$ cat config.mk
export PLATFORM = sky130hd
export DESIGN_NAME = apb_master
export DESIGN_NICKNAME = d
export VERILOG_FILES = /design/src/rtl/apb_pkg.sv /design/src/rtl/apb_wait_cnt.sv /design/src/rtl/apb_master.sv
export SDC_FILE = /design/constraint.sdc
export NUM_CORES = 1
export LEC_CHECK = 0
export BUFFER_PORTS_ARGS = -buffer_cell sky130_fd_sc_hd__buf_2
export CELL_PAD_IN_SITES_DETAIL_PLACEMENT = 1
export CELL_PAD_IN_SITES_GLOBAL_PLACEMENT = 2
export CORE_MARGIN = 3
export CORE_UTILIZATION = 28
export CTS_BUF_LIST = sky130_fd_sc_hd__clkbuf_8
export DETAILED_ROUTE_END_ITERATION = 10
export PLACE_DENSITY_LB_ADDON = 0.3
export SLEW_MARGIN = 20
export SYNTH_ARGS = -nofsm -noshare
export SYNTH_HDL_FRONTEND = slang
export SYNTH_HIERARCHICAL = 1
export SYNTH_SLANG_ARGS = --single-unit
$ cat constraint.sdc
create_clock -name p_clk -period 1.8 [get_ports p_clk]
set_clock_uncertainty 0.1 [all_clocks]
set_input_delay 0.27 -clock p_clk [delete_from_list [all_inputs] [get_ports p_clk]]
set_output_delay 0.27 -clock p_clk [all_outputs]
set_load 0.05 [all_outputs]
$ cat src/rtl/apb_pkg.sv
`default_nettype none
// ============================================================================
// Module      : apb_pkg
// Description : Shared definitions for the APB requester and its completers:
//               transfer state encoding, default bus widths and the PWRITE /
//               PSLVERR encodings used on the wire.
// Revision    : 1.0 - initial release
// ============================================================================
package apb_pkg;

  // Default bus widths used when an instance does not override them.
  localparam int C_DEF_ADDR_W = 8;
  localparam int C_DEF_DATA_W = 8;

  // Wire encodings shared with every APB completer on the bus.
  localparam logic C_PWRITE_WRITE = 1'b1;
  localparam logic C_PSLVERR_ERR  = 1'b1;

  // Transfer phase of the requester.
  typedef enum logic [1:0] {
    IDLE   = 2'd0,
    SETUP  = 2'd1,
    ACCESS = 2'd2
  } apb_state_e;

endpackage : apb_pkg
`default_nettype wire

$ cat src/rtl/apb_wait_cnt.sv
`default_nettype none
// ============================================================================
// Module      : apb_wait_cnt
// Description : Counts consecutive ACCESS cycles in which the completer holds
//               p_ready low and flags the cycle in which the TIMEOUT-th such
//               cycle occurs.
// Ports       : p_clk     - clock, rising edge
//               p_reset_n - asynchronous active-low reset
//               clear     - restart the count (a new transfer is starting)
//               enable    - this cycle is an ACCESS cycle with p_ready low
//               expired   - this enabled cycle is the TIMEOUT-th in a row
// Revision    : 1.0 - initial release
// ============================================================================
module apb_wait_cnt #(
  parameter int TIMEOUT = 16
) (
  input  logic p_clk,
  input  logic p_reset_n,
  input  logic clear,
  input  logic enable,
  output logic expired
);

  // The count only ever needs to reach TIMEOUT-1: the TIMEOUT-th wait cycle
  // is recognised combinationally and ends the transfer at that edge.
  localparam int                 C_CNT_W = $clog2(TIMEOUT);
  localparam logic [C_CNT_W-1:0] C_LAST  = C_CNT_W'(TIMEOUT - 1);
  localparam logic [C_CNT_W-1:0] C_ONE   = C_CNT_W'(1);

  logic [C_CNT_W-1:0] r_cnt;

  assign expired = enable && (r_cnt == C_LAST);

  always_ff @(posedge p_clk or negedge p_reset_n) begin
    if (!p_reset_n) begin
      r_cnt <= '0;
    end else if (clear || expired) begin
      r_cnt <= '0;
    end else if (enable) begin
      r_cnt <= r_cnt + C_ONE;
    end
  end

endmodule : apb_wait_cnt
`default_nettype wire

$ cat src/rtl/apb_master.sv
`default_nettype none
// ============================================================================
// Module      : apb_master
// Description : Single-outstanding APB requester. Accepts a command on a
//               valid/ready handshake, runs the SETUP and ACCESS phases, and
//               returns a one-cycle response pulse. A transfer whose
//               completer stalls for TIMEOUT ACCESS cycles is ended with an
//               error response.
// Ports       : p_clk, p_reset_n          - clock / async active-low reset
//               cmd_valid, cmd_ready       - command handshake
//               cmd_write, cmd_addr,
//               cmd_wdata                  - command payload
//               rsp_valid, rsp_rdata,
//               rsp_error                  - completion pulse and result
//               p_sel, p_enable, p_write,
//               p_addr, p_wdata            - APB request signals
//               p_rdata, p_ready, p_slverr - APB completer signals
// Revision    : 1.0 - initial release
// ============================================================================
module apb_master
  import apb_pkg::*;
#(
  parameter int ADDR_W  = C_DEF_ADDR_W,
  parameter int DATA_W  = C_DEF_DATA_W,
  parameter int TIMEOUT = 16
) (
  input  logic              p_clk,
  input  logic              p_reset_n,
  input  logic              cmd_valid,
  output logic              cmd_ready,
  input  logic              cmd_write,
  input  logic [ADDR_W-1:0] cmd_addr,
  input  logic [DATA_W-1:0] cmd_wdata,
  output logic              rsp_valid,
  output logic [DATA_W-1:0] rsp_rdata,
  output logic              rsp_error,
  output logic              p_sel,
  output logic              p_enable,
  output logic              p_write,
  output logic [ADDR_W-1:0] p_addr,
  output logic [DATA_W-1:0] p_wdata,
  input  logic [DATA_W-1:0] p_rdata,
  input  logic              p_ready,
  input  logic              p_slverr
);

  apb_state_e        r_state;
  logic              r_p_sel;
  logic              r_p_enable;
  logic              r_p_write;
  logic [ADDR_W-1:0] r_p_addr;
  logic [DATA_W-1:0] r_p_wdata;
  logic              r_rsp_valid;
  logic [DATA_W-1:0] r_rsp_rdata;
  logic              r_rsp_error;

  logic w_accept;
  logic w_wait;
  logic w_expired;

  // Ready is combinational on p_ready so a completing transfer can hand
  // straight over to the next command. Gating with the reset input keeps it
  // low while reset is held even though the state already reads IDLE.
  assign cmd_ready = p_reset_n &&
                     ((r_state == IDLE) || ((r_state == ACCESS) && p_ready));
  assign w_accept  = cmd_valid && cmd_ready;
  assign w_wait    = (r_state == ACCESS) && !p_ready;

  apb_wait_cnt #(
    .TIMEOUT (TIMEOUT)
  ) u_wait_cnt (
    .p_clk     (p_clk),
    .p_reset_n (p_reset_n),
    .clear     (w_accept),
    .enable    (w_wait),
    .expired   (w_expired)
  );

  always_ff @(posedge p_clk or negedge p_reset_n) begin
    if (!p_reset_n) begin
      r_state     <= IDLE;
      r_p_sel     <= 1'b0;
      r_p_enable  <= 1'b0;
      r_p_write   <= 1'b0;
      r_p_addr    <= '0;
      r_p_wdata   <= '0;
      r_rsp_valid <= 1'b0;
      r_rsp_rdata <= '0;
      r_rsp_error <= 1'b0;
    end else begin
      // Response fields are a single-cycle pulse unless a transfer ends here.
      r_rsp_valid <= 1'b0;
      r_rsp_rdata <= '0;
      r_rsp_error <= 1'b0;

      case (r_state)
        IDLE: begin
          if (w_accept) begin
            r_state    <= SETUP;
            r_p_sel    <= 1'b1;
            r_p_enable <= 1'b0;
            r_p_write  <= cmd_write;
            r_p_addr   <= cmd_addr;
            r_p_wdata  <= cmd_wdata;
          end
        end

        SETUP: begin
          r_state    <= ACCESS;
          r_p_enable <= 1'b1;
        end

        ACCESS: begin
          if (p_ready) begin
            r_rsp_valid <= 1'b1;
            r_rsp_error <= (p_slverr == C_PSLVERR_ERR);
            r_rsp_rdata <= (r_p_write == C_PWRITE_WRITE) ? '0 : p_rdata;
            r_p_enable  <= 1'b0;
            if (w_accept) begin
              // Back-to-back: p_sel stays high straight into the next SETUP.
              r_state   <= SETUP;
              r_p_write <= cmd_write;
              r_p_addr  <= cmd_addr;
              r_p_wdata <= cmd_wdata;
            end else begin
              r_state <= IDLE;
              r_p_sel <= 1'b0;
            end
          end else if (w_expired) begin
            // Completer never answered: give up and report an error.
            r_state     <= IDLE;
            r_p_sel     <= 1'b0;
            r_p_enable  <= 1'b0;
            r_rsp_valid <= 1'b1;
            r_rsp_error <= C_PSLVERR_ERR;
          end
        end

        default: begin
          r_state    <= IDLE;
          r_p_sel    <= 1'b0;
          r_p_enable <= 1'b0;
        end
      endcase
    end
  end

  assign p_sel     = r_p_sel;
  assign p_enable  = r_p_enable;
  assign p_write   = r_p_write;
  assign p_addr    = r_p_addr;
  assign p_wdata   = r_p_wdata;
  assign rsp_valid = r_rsp_valid;
  assign rsp_rdata = r_rsp_rdata;
  assign rsp_error = r_rsp_error;

endmodule : apb_master
`default_nettype wire

==> impl_metrics.toml <==
[status]
status = "complete, no violations"

[critical_path]
ff2ff_path_depth = 7
end_kind = "primary output"
arrival_ns = 1.33
rrSetupSlack_ns = 0.12
critPathMaxFanout = 5
required_ns = 1.43
crit_type = "reg -> out"
crit_path_start_kind = "flip-flop"

[sta]
tns_ns = 0
hold_violations = 0
slew_viol_final = 0
min_period_over_period = 0.9466
finalCriticalPeriod_ns = 1.704
fmax_mhz = 586.9
finalSetupViolations = 0
worst_pin_slew_ns = 0.4133
slew_headroom = 0.7233
rsz0062_at_grt = "no"

[layout]
fillers = 505
postLayoutCellArea_mm2 = 0.001899
seq_area_um2 = 853.3
num_antenna_cells = 0
nets = 197
multiInputGateArea_um2 = 503.0
drive_gt1_frac = 0.5569
syn_to_final_growth_pct = 38.76

[global_routing]
grtUsageTotal = 0.1175
antenna_found_initial = 0
grt_max_degree = 30
grt_pass1_wl_um = 5319
grt_pass1_vias = 1100
grt_overflow = 0

[clock_network]
cts_root_buffer = "clkbuf_8"
cts_tree = "done"
clk_pin_slew_ns = 0.07
clkLatencyLatePin_ns = 0.28
htree_levels = 2
cts_sinks = 34
cts_buffers = 5
clk_path_buf_depth = 2
post-cts-setup-buffer-count = 0

[placed_design]
dp_hpwl_um = 2433
place_area_mm2 = 0.001779
io_buffers = 59
routabilityCongestion = 0.7938

[logic_synthesis]
synth_top_flop_cell = "dfrtp_1"
syn-num-nets = 127
yosysTopAreaCell = "dfrtp_1"
synthMuxAreaShare = 0.1792
netlist_instances = 96
async_flop_share = 1.000
yosys_warnings = 6
synth_edf_count = 0
synth_compound_area_frac = 0.04022
syn_area_mm2 = 0.001369
yosys.area_share.simple = 0.1271
ys_seq_elements = 34
synthAdderAreaFrac = 0.009141
synth_xor_area_frac = 0.006399
synth.area.top_cells = "dfrtp_1 62%, mux2_4 9.9%, mux2_2 6.6%, and2_1 3.7%, nor2_1 2.2%"
yosysUniqueCellTypes = 24
avgSynthCellArea_um2 = 14.26
synth_top_area_frac = 0.6216
ys_seq_area_frac = 0.6216
synth_top_family_by_area = "multiplexers"

[floorplan]
fp-row-count = 24
core_mm2 = 0.004534
ioPinCount = 60
die_h_um = 75.92
initial_core_util = 0.3019
die_area_mm2 = 0.005764
die_w_um = 75.92

[power_and_ir_drop]
power_density_mw_per_mm2 = 1244
total_power_w = 0.002363
cellLeakagePower_nw = 0.9603
max-vdd-ir-drop_uv = 567.5

[detailed_routing]
drt_wl_total_um = 3234
drc_errors = 0
ant_nets = 0
vias_per_cell = 4.259
drtIter0Drc = 40
wl_per_cell_um = 13.94
vias = 988
dr.pass1.iters = 2

[min_path]
hold_path_class = "in -> async"

[flow_run]
cap_violations = 0
state kept, by name (all words and copies together), names as in the netlist:
name	cells
u_wait_cnt/r_cnt	4
rsp_rdata	8
p_addr	8
rsp_error	1
p_write	1
rsp_valid	1
r_state	2
p_wdata	8
p_sel	1
stage by stage:
step,hold WS [ns],worst slack (ns),utilization,std cells
CTS,0.04028,0.07678,0.4180,232
floorplan,-0.1256,0.03211,-,96
detailed placement,0.1096,0.07167,0.3924,223
global placement,0.1011,0.2015,0.3924,223
finish,0.03028,0.09619,0.4189,232
global route,0.05979,0.03161,0.4189,232
cells in the final DEF, fill, tap and decap left out:
cell type,instances
nand2_1,3
nor2_1,8
a41oi_1,1
dfrtp_2,2
clkbuf_8,5
and2_1,8
nand3_1,3
o31ai_1,1
nand2b_1,1
o32ai_1,1
nand2b_2,1
inv_1,4
dlygate4sd3_1,1
nor3_1,2
a21oi_1,2
bufinv_16,1
dfrtp_1,32
buf_4,3
buf_12,1
nor2b_2,1
o21a_1,1
xor2_1,1
nor3_4,1
nor3b_2,2
a31oi_1,2
mux2i_1,2
mux2_2,8
mux2_4,9
ha_1,1
buf_2,59
cells in the mapped netlist, types with 2 or more instances:
| cell type | instances |
|---|---|
| dfrtp_1 | 34 |
| mux2_4 | 9 |
| and2_1 | 8 |
| mux2_2 | 8 |
| nor2_1 | 8 |
| nand2_1 | 3 |
| nand3_1 | 3 |
| a21oi_1 | 2 |
| a31oi_1 | 2 |
| inv_1 | 2 |
| mux2i_1 | 2 |
| nand2b_1 | 2 |
| nor3_1 | 2 |
metal layers:
metal	vias up	track usage	wire, um
li1	472	-	-
met1	481	0.1353	1347
met2	30	0.1879	1591
met4	0	0.05435	61
met5	-	0	0
met3	5	0.05213	234
where the power goes:
group	switching [W]	leakage (nW)	total (W)	internal (W)
combinational	0.000510	0.473	0.000741	0.000231
sequential	0.0000734	0.427	0.000951	0.000877
clock	0.000268	0.0607	0.000671	0.000403
logic make-up (layout without fill, tap and decap cells):
| logic type | after synthesis | after routing |
|---|---|---|
| flip-flops | 34 | 34 |
| AND/OR/NAND/NOR | 30 | 30 |
| multiplexers | 19 | 19 |
| AO/OA/AOI/OAI | 8 | 8 |
| buffers and inverters | 3 | 74 |
| adder cells (fa/ha/maj) | 1 | 1 |
| XOR/XNOR | 1 | 1 |
worst paths after layout:
| kind | from | to |
|---|---|---|
| min in group p_clk | p_rdata[3] | rsp_rdata[3] |
| min | p_reset_n | u_wait_cnt/r_cnt[2] |
| min reg2reg | p_wdata[7] | p_wdata[7] |
| max reg2reg | r_state[0] | p_sel |
| max | r_state[1] | cmd_ready |
| max in group asynchronous | p_reset_n | r_state[1] |
worst max-delay path: stages (launching register included):
cell	delay, ns
dfrtp_2	0.44
nor2b_2	0.20
nor3b_2	0.14
buf_2	0.28
cell type report:
class	count	share of cell area
multi-input cells	59	0.2648
repair buffers	64	0.1831
clock inverters	3	0.01976
clock buffers	5	0.03623
well taps	65	0.04282
inverters	2	0.003953
flip-flops and latches	34	0.4493
timing repair:
action                                  in CTS  in global routing
resized for setup                            0                  2
endpoints found under the hold margin        5                  0
endpoints found under the setup margin       0                  1
hold buffers                                 1                  0
Note: power is estimated with default switching activity, not from simulation.
